`src/rtl/cmd_pkg.sv`:
```
// Shared types and widths for the UART command assembler.
package cmd_pkg;

  typedef enum logic {
    WAIT_HI = 1'b0,
    WAIT_LO = 1'b1
  } asm_state_t;

  localparam int CMD_W  = 16;
  localparam int BYTE_W = 8;

endpackage

```
`src/rtl/uart_cmd_assembler.sv`:
```
// Pairs two consecutive UART bytes (high then low) into a 16-bit command,
// with an inter-byte timeout for resync and a sticky overrun flag.
module uart_cmd_assembler
  import cmd_pkg::*;
#(
  parameter int TIMEOUT_CYC = 200000
) (
  input  logic              clk,
  input  logic              rst_n,
  input  logic              rx_rdy,
  input  logic [BYTE_W-1:0] rx_data,
  output logic              clr_rx_rdy,
  output logic [CMD_W-1:0]  cmd,
  output logic              cmd_rdy,
  input  logic              clr_cmd_rdy,
  output logic              frame_err,
  output logic              overrun
);

  localparam int              TO_W   = $clog2(TIMEOUT_CYC + 1);
  localparam logic [TO_W-1:0] TO_MAX = TO_W'(TIMEOUT_CYC);

  asm_state_t        r_state;
  logic [BYTE_W-1:0] r_hi;
  logic [CMD_W-1:0]  r_cmd;
  logic              r_cmd_rdy;
  logic              r_overrun;
  logic              r_frame_err;
  logic [TO_W-1:0]   r_cnt;
  logic              r_skip;
  logic              w_accept;

  // The receiver still shows rdy for one cycle after we clear it; r_skip masks that echo.
  assign w_accept   = rx_rdy & ~r_skip;
  assign clr_rx_rdy = w_accept;

  assign cmd       = r_cmd;
  assign cmd_rdy   = r_cmd_rdy;
  assign overrun   = r_overrun;
  assign frame_err = r_frame_err;

  // Byte-pairing FSM with inline timeout counter and command/handshake registers.
  always_ff @(posedge clk or negedge rst_n) begin
    if (!rst_n) begin
      r_state     <= WAIT_HI;
      r_hi        <= {BYTE_W{1'b0}};
      r_cmd       <= {CMD_W{1'b0}};
      r_cmd_rdy   <= 1'b0;
      r_overrun   <= 1'b0;
      r_frame_err <= 1'b0;
      r_cnt       <= {TO_W{1'b0}};
      r_skip      <= 1'b0;
    end else begin
      r_skip      <= w_accept;
      r_frame_err <= 1'b0;

      if (clr_cmd_rdy) begin
        r_cmd_rdy <= 1'b0;
        r_overrun <= 1'b0;
      end

      case (r_state)
        WAIT_HI: begin
          if (w_accept) begin
            r_hi    <= rx_data;
            r_cnt   <= {TO_W{1'b0}};
            r_state <= WAIT_LO;
          end
        end
        WAIT_LO: begin
          // A byte in the cycle the counter hits the limit still completes the command.
          if (w_accept) begin
            r_cmd     <= {r_hi, rx_data};
            r_cmd_rdy <= 1'b1;
            if (r_cmd_rdy && !clr_cmd_rdy) begin
              r_overrun <= 1'b1;
            end
            r_state   <= WAIT_HI;
          end else if (r_cnt == TO_MAX) begin
            r_frame_err <= 1'b1;
            r_hi        <= {BYTE_W{1'b0}};
            r_cnt       <= {TO_W{1'b0}};
            r_state     <= WAIT_HI;
          end else begin
            r_cnt <= r_cnt + TO_W'(1);
          end
        end
        default: begin
          r_state <= WAIT_HI;
        end
      endcase
    end
  end

endmodule

```
`config.mk`:
```
export PLATFORM = sky130hd
export DESIGN_NAME = uart_cmd_assembler
export DESIGN_NICKNAME = d
export VERILOG_FILES = /design/src/rtl/cmd_pkg.sv /design/src/rtl/uart_cmd_assembler.sv
export SDC_FILE = /design/constraint.sdc
export NUM_CORES = 1
export LEC_CHECK = 0
export BUFFER_PORTS_ARGS = -buffer_cell sky130_fd_sc_hd__buf_2
export CAP_MARGIN = 20
export CORE_MARGIN = 3
export CORE_UTILIZATION = 25
export CTS_BUF_LIST = sky130_fd_sc_hd__clkbuf_16
export DETAILED_ROUTE_END_ITERATION = 10
export PLACE_DENSITY = 0.43
export SETUP_SLACK_MARGIN = 0.4
export SLEW_MARGIN = 20
export SYNTH_ARGS = -nofsm -noshare
export SYNTH_HDL_FRONTEND = slang
export SYNTH_SLANG_ARGS = --single-unit
```
`constraint.sdc`:
```
create_clock -name clk -period 3.1 [get_ports clk]
set_clock_uncertainty 0.05 [all_clocks]
set_input_delay 0.62 -clock clk [delete_from_list [all_inputs] [get_ports clk]]
set_output_delay 0.62 -clock clk [all_outputs]
set_load 0.005 [all_outputs]
```
==> results of run 1 <==
cells in the mapped netlist (all sizes together) (2+ instances only):
cell type / n / area (µm²)
xnor2: 9 / 78.8
nand4: 5 / 52.6
dfrtp: 47 / 1180
a22oi: 10 / 80.1
a21oi: 10 / 50.1
or4: 2 / 18.8
nor3: 2 / 10.0
inv: 20 / 75.1
clkbuf: 6 / 22.5
o221ai: 2 / 17.5
mux2: 16 / 180
or3: 4 / 25.0
o22ai: 2 / 12.5
ha: 4 / 50.1
nand3: 8 / 52.6
buf: 4 / 22.5
nor2: 7 / 26.3
o21ai: 15 / 75.1
nor4: 7 / 43.8
nand2: 7 / 26.3
cell usage in the layout (no fill, tap or decap), types with 7 or more instances in the layout:
master   synthesis  final
a21oi_1         10     10
a22oi_1          9      9
buf_2            3     31
buf_4            1      9
dfrtp_1         47     47
inv_1           20     20
mux2_2          16     16
nand2_1          7      7
nand3_1          7      7
nor2_1           7      7
nor4_1           7      7
o21ai_1         12     12
xnor2_1          9      9
layer usage:
layer / vias up / routed length (µm) / GRT usage
met3: 4 / 215 / 0.0229
met4: 0 / 28 / 0.0347
met1: 779 / 2290 / 0.135
li1: 786 / - / -
met2: 32 / 2330 / 0.173
met5: - / 0 / 0
how the worst min path moves through the flow:
stage          cells after the start             endpoint
2_1_floorplan                      0   cmd[0]$_DFFE_PN0P_
3_3_place_gp                       1   cmd[7]$_DFFE_PN0P_
3_5_place_dp                       1   cmd[5]$_DFFE_PN0P_
4_1_cts                            1   cmd[4]$_DFFE_PN0P_
5_1_grt                            1  cmd[11]$_DFFE_PN0P_
6_report                           1  cmd[11]$_DFFE_PN0P_
layout make-up:
type,count,area [µm²],share of cell area
clock inverter,2,13.8,0.00519
tap,105,131,0.0495
timing repair buffer,40,223,0.0839
multi-input combinational,123,910,0.343
sequential,47,1180,0.443
clock buffer,5,125,0.0471
inverter,20,75.1,0.0283
power by group:
part	total, W	internal, W	switching, W
clock	0.000522	0.000294	0.000227
combinational	0.000756	0.000358	0.000398
sequential	0.000962	0.000820	0.000142
total	0.00224	0.00147	0.000768
stage by stage:
step	cells	util
finish	342	0.317
global route	342	0.317
CTS	342	0.317
detailed placement	335	0.300
global placement	335	0.300
floorplan	200	-
sequential cells by signal, summed over array words and instances (netlist names):
name       count
r_hi           8
cmd_rdy        1
cmd           16
overrun        1
frame_err      1
r_state        1
r_cnt         18
r_skip         1
logic make-up after synthesis:
family	count (synthesis)	synth area share
XOR/XNOR	10	0.0398
adder cells (fa/ha/maj)	4	0.0227
flip-flops	47	0.534
buffers and inverters	30	0.0545
multiplexers	17	0.0863
AND/OR/NAND/NOR	48	0.137
AO/OA/AOI/OAI	44	0.126
==> impl_metrics.ini, run 1 <==
[outcome]
outcome = complete, no violations

[synth]
synthArstFlopShare = 1.00
ys_ff_latch = 47
synthCells = 200
syn_nets = 216
yosysUniqueCellTypes = 40
synthesis.area_mm2 = 0.00220
synth_edf_count = 0
ys.flop_type = dfrtp_1
yosysSeqAreaShare = 0.534
syn_avg_cell_area_um2 = 11.0
ys_warn_count = 0

[routing]
drtIter0Drc = 46
num_vias = 1601
postRouteAntennaNets = 0
avgRoutedWirePerCell_um = 14.2
wl_um = 4860
drc = 0
drt_first_pass_iters = 4
via_per_inst = 4.68

[worst_setup_path]
cpPeakStageDelay_ns = 0.48
cp-start-kind = input port
critPathSlowestCell = ha_1
r2r-start = r_skip$_DFF_PN0_
critPathLaunch = rx_rdy
cp.required_ns = 3.26
cp_max_fo = 9
r2r_end = r_cnt[17]$_DFFE_PN0P_
endpoint = r_cnt[17]$_DFFE_PN0P_
crit_arrival_ns = 2.58
path_cells = buf_2, nor2b_2, inv_1, ha_1, nand4_2, or3_1, or4_4, a22oi_2
crit_family = simple AND/OR/NAND/NOR gates
crit_cells = 8
critPathBufInv = 2
worst-r2r-cell-count = 7
regToRegSetupSlack_ns = 0.73
path_class = in -> reg
worst_setup_path_end_kind = flip-flop

[floorplanning]
chipHeight_um = 99.9
initial_core_util = 0.263
die_w_um = 99.9
die_area_mm2 = 0.00998
rows = 33
io_pins = 32
core_area_mm2 = 0.00838

[placement]
dp_slack_ns = 0.363
io_buffers = 31
globalplace.congestion = 0.731
post-dp-hpwl_um = 3450
placed_area_mm2 = 0.00251

[cts]
clkSinkCount = 47
clk_pin_slew_ns = 0.06
post_cts_buffers = 0
cts_hold_buf = 0
tritoncts = done
clock_latency_ns = 0.28
cts_max_level = 2
cts_buffer_depth = 2
clockRootBuffer = clkbuf_16
cts_resized = 0
numCtsBuffers = 5

[finish]
finish.net_count = 253
diodes = 0
fin_area_mm2 = 0.00265
fillers = 863
areaGrowthSynthToFinish_pct = 20.4
drive_gt1_frac = 0.295

[power]
power_w = 0.00224
power_leakage_nw = 1.15
vdd_drop_max_uv = 217
power.density_mw_per_mm2 = 844

[sta]
hold_viol_final = 0
whs_ns = 0.255
drv_slew = 0
finalCritPeriodShare = 0.781
layout_setup_ws_ns = 0.680
rsz0062_at_grt = false
finalSetupViolCount = 0
relSlewSlack = 0.625
max_freq_mhz = 413
layout_min_cycle_time_ns = 2.42
tns_ns = 0
tightest_slew_ns = 0.563

[global_route]
grt_max_degree = 26
grt_pass1_vias = 1655
grt_pass1_wl_um = 8230
grtUsageTotal = 0.104
antenna_found_initial = 0
overflow = 0

[job]
drv_cap = 0

[min_path]
hold_path_class = in -> async
No activity file was read; power rests on OpenSTA's default activity.
==> run 2: changes to the inputs <==
--- a/config.mk
+++ b/config.mk
@@ -5,13 +5,14 @@
 export SDC_FILE = /design/constraint.sdc
 export NUM_CORES = 1
 export LEC_CHECK = 0
+export ABC_AREA = 1
 export BUFFER_PORTS_ARGS = -buffer_cell sky130_fd_sc_hd__buf_2
 export CAP_MARGIN = 20
 export CORE_MARGIN = 3
 export CORE_UTILIZATION = 25
 export CTS_BUF_LIST = sky130_fd_sc_hd__clkbuf_16
 export DETAILED_ROUTE_END_ITERATION = 10
-export PLACE_DENSITY = 0.43
+export PLACE_DENSITY = 0.45
 export SETUP_SLACK_MARGIN = 0.4
 export SLEW_MARGIN = 20
 export SYNTH_ARGS = -nofsm -noshare
==> constraint.sdc (replaced) <==
create_clock -name clk -period 2.08 [get_ports clk]
set_clock_uncertainty 0.05 [all_clocks]
set_input_delay 0.416 -clock clk [delete_from_list [all_inputs] [get_ports clk]]
set_output_delay 0.416 -clock clk [all_outputs]
set_load 0.005 [all_outputs]
==> run 2 against run 1 <==
Net effect:
- combinational power grew 7.1%
- total power grew 29%
- wire length grew 4.3%
- via count grew 13%
- global-route usage shrank 0.51 points
- sequential share of layout area shrank 5.1 points
- worst hold slack lost 0.22 ns
- first-iteration DRC count grew 30%
- register-to-register slack lost 0.34 ns
- flip-flop and latch count is the same
- final cell count grew 23%
- sequential power grew 32%
- highest routed layer unchanged
==> impl_metrics.ini, run 2 <==
[power]
power.density_mw_per_mm2 = 959
vdd_drop_max_uv = 378
power_leakage_nw = 1.44

[routing]
wl_um = 5080
via_per_inst = 4.32
drt_first_pass_iters = 4
drc = 0
drtIter0Drc = 60
num_vias = 1814
postRouteAntennaNets = 0
avgRoutedWirePerCell_um = 12.1

[synth]
yosys-top-cells-count = 77 x nand2_1, 47 x dfrtp_1, 25 x nor2_1
synth_area_leaders = dfrtp_1 50%, nand2_1 12%, mux2_2 7.7%
yosysUniqueCellTypes = 28
syn_avg_cell_area_um2 = 8.95
synthMuxAreaShare = 0.0768
synth_edf_count = 0
ys.flop_type = dfrtp_1
ys_ff_latch = 47
synthesis.area_mm2 = 0.00235
synthArstFlopShare = 1.00
synth_fa_ha_area_frac = 0.0213
synth-simple-area-share = 0.302
synth_compound_gate_area_share = 0.0117
synth_top_area_frac = 0.501
yosys.area.top_type = dfrtp_1
ys_warn_count = 0
syn_nets = 278
synthCells = 262
yosysSeqAreaShare = 0.501
synth_xor_area_frac = 0.0261
synth_top_family_by_area = simple AND/OR/NAND/NOR gates
yosysMostFrequentCell = nand2_1

[finish]
utilization = 0.336
fin_area_mm2 = 0.00301
fillers = 896
layout_commonest_cell = nand2_1
drive_gt1_frac = 0.362
multiInputGateArea_mm2 = 0.00110
largest_reg_flops = 18
diodes = 0
seq_area_mm2 = 0.00118
finish.net_count = 327
final_cell_mix = 75 x nand2_1, 46 x dfrtp_1, 31 x buf_2
top_register = r_cnt
areaGrowthSynthToFinish_pct = 28.1

[floorplanning]
core_area_mm2 = 0.00893
chipHeight_um = 103
die_w_um = 103
rows = 34
initial_core_util = 0.263
io_pins = 32
die_area_mm2 = 0.0106

[worst_setup_path]
r2r_end = r_cnt[11]$_DFFE_PN0P_
worst_setup_path_end_kind = flip-flop
cp_common_cell = nor2_1
cp.required_ns = 2.22
path_class = reg -> reg
r2r-start = r_skip$_DFF_PN0_
regToRegSetupSlack_ns = 0.39
cpPeakStageDelay_ns = 0.36
crit_arrival_ns = 1.83
path_cells = or2_4, ha_4, buf_4, nand2_4, nor3_2, nand2_1, nor2_1, nor2_1
worst-r2r-cell-count = 8
cp_max_fo = 4
cp-start-kind = flip-flop
critPathSlowestCell = dfrtp_1

[sta]
tightest_slew_ns = 0.496
rsz0062_at_grt = true
finalSetupViolCount = 0
max_freq_mhz = 590
relSlewSlack = 0.669
tns_ns = 0
layout_min_cycle_time_ns = 1.69
drv_slew = 0
finalCritPeriodShare = 0.814
layout_setup_ws_ns = 0.386
hold_viol_final = 0

[placement]
post-dp-hpwl_um = 3620
dp_slack_ns = 0.117
placed_area_mm2 = 0.00269
io_buffers = 31
globalplace.congestion = 0.839

[cts]
clock_latency_ns = 0.29
tritoncts = done
clk_pin_slew_ns = 0.07
clockRootBuffer = clkbuf_16
cts_max_level = 2
clkSinkCount = 47
numCtsBuffers = 5
cts_buffer_depth = 2

[global_route]
antenna_found_initial = 0
grtUsageTotal = 0.0991
overflow = 0
grt_pass1_wl_um = 8350
grt_pass1_vias = 1721
grt_max_degree = 29

[min_path]
hold_path_class = in -> async

[job]
drv_cap = 0

[outcome]
outcome = complete, no violations
## run 2: layout make-up
cell class              count  share of cell area
clock buffers               5              0.0416
clock inverters             3             0.00666
inverters                  27              0.0420
multi-input cells         183               0.368
flip-flops and latches     47               0.392
well taps                 108              0.0450
repair buffers             47               0.105
## run 2: routing by layer
| layer | share of wire | routed length, µm | vias to the layer above | track usage |
|---|---|---|---|---|
| met5 | 0 | 0 | - | 0 |
| met4 | 0.017 | 86 | 0 | 0.0329 |
| met3 | 0.047 | 241 | 9 | 0.0217 |
| met2 | 0.44 | 2250 | 43 | 0.155 |
| met1 | 0.49 | 2500 | 840 | 0.136 |
| li1 | - | - | 922 | - |
## run 2: kinds of logic (layout without fill, tap and decap cells)
logic type                 after synthesis  in the layout
DFF                                     47             47
muxes                                   16             16
xor gates and xnor gates                 7              7
adders and majority gates                4              4
AOI/OAI and AO/OA                        5              5
buffers and inverters                   32             82
and+or+nand+nor                        151            151
## run 2: power by group
part / switching [W] / internal [W]
Sequential: 0.000124 / 0.00114
Combinational: 0.000403 / 0.000407
Clock: 0.000360 / 0.000444
## run 2: per-stage QoR
stage,total power [W],cells,hold WS (ns)
4_1_cts,0.00287,416,0.0579
6_report,0.00288,420,0.0360
5_1_grt,0.00309,420,0.0795
2_1_floorplan,0.00173,262,0.0704
3_3_place_gp,0.00199,400,0.363
3_5_place_dp,0.00200,400,0.369
## run 2: repair_timing
item	in CTS	in global routing
endpoints found under the setup margin	18	39
hold buffers	0	0
setup buffers	8	4
gates resized for setup	4	14
pin swaps	7	10
hold endpoints to repair	0	0
## run 2: worst max path at each step
stage,end,start
2_1_floorplan,r_cnt[10]$_DFFE_PN0P_,rx_rdy
3_3_place_gp,r_cnt[5]$_DFFE_PN0P_,rx_rdy
3_5_place_dp,r_cnt[10]$_DFFE_PN0P_,rx_rdy
4_1_cts,r_cnt[17]$_DFFE_PN0P_,r_skip$_DFF_PN0_
5_1_grt,r_cnt[17]$_DFFE_PN0P_,r_skip$_DFF_PN0_
6_report,r_cnt[11]$_DFFE_PN0P_,r_skip$_DFF_PN0_
## run 2: worst max-delay path: cells and delay by family, from the launching register on
family / cells / cell delay [ns]
fa+ha+maj: 1 / 0.33
buf+inv: 1 / 0.14
flops: 1 / 0.36
simple gates: 6 / 0.71
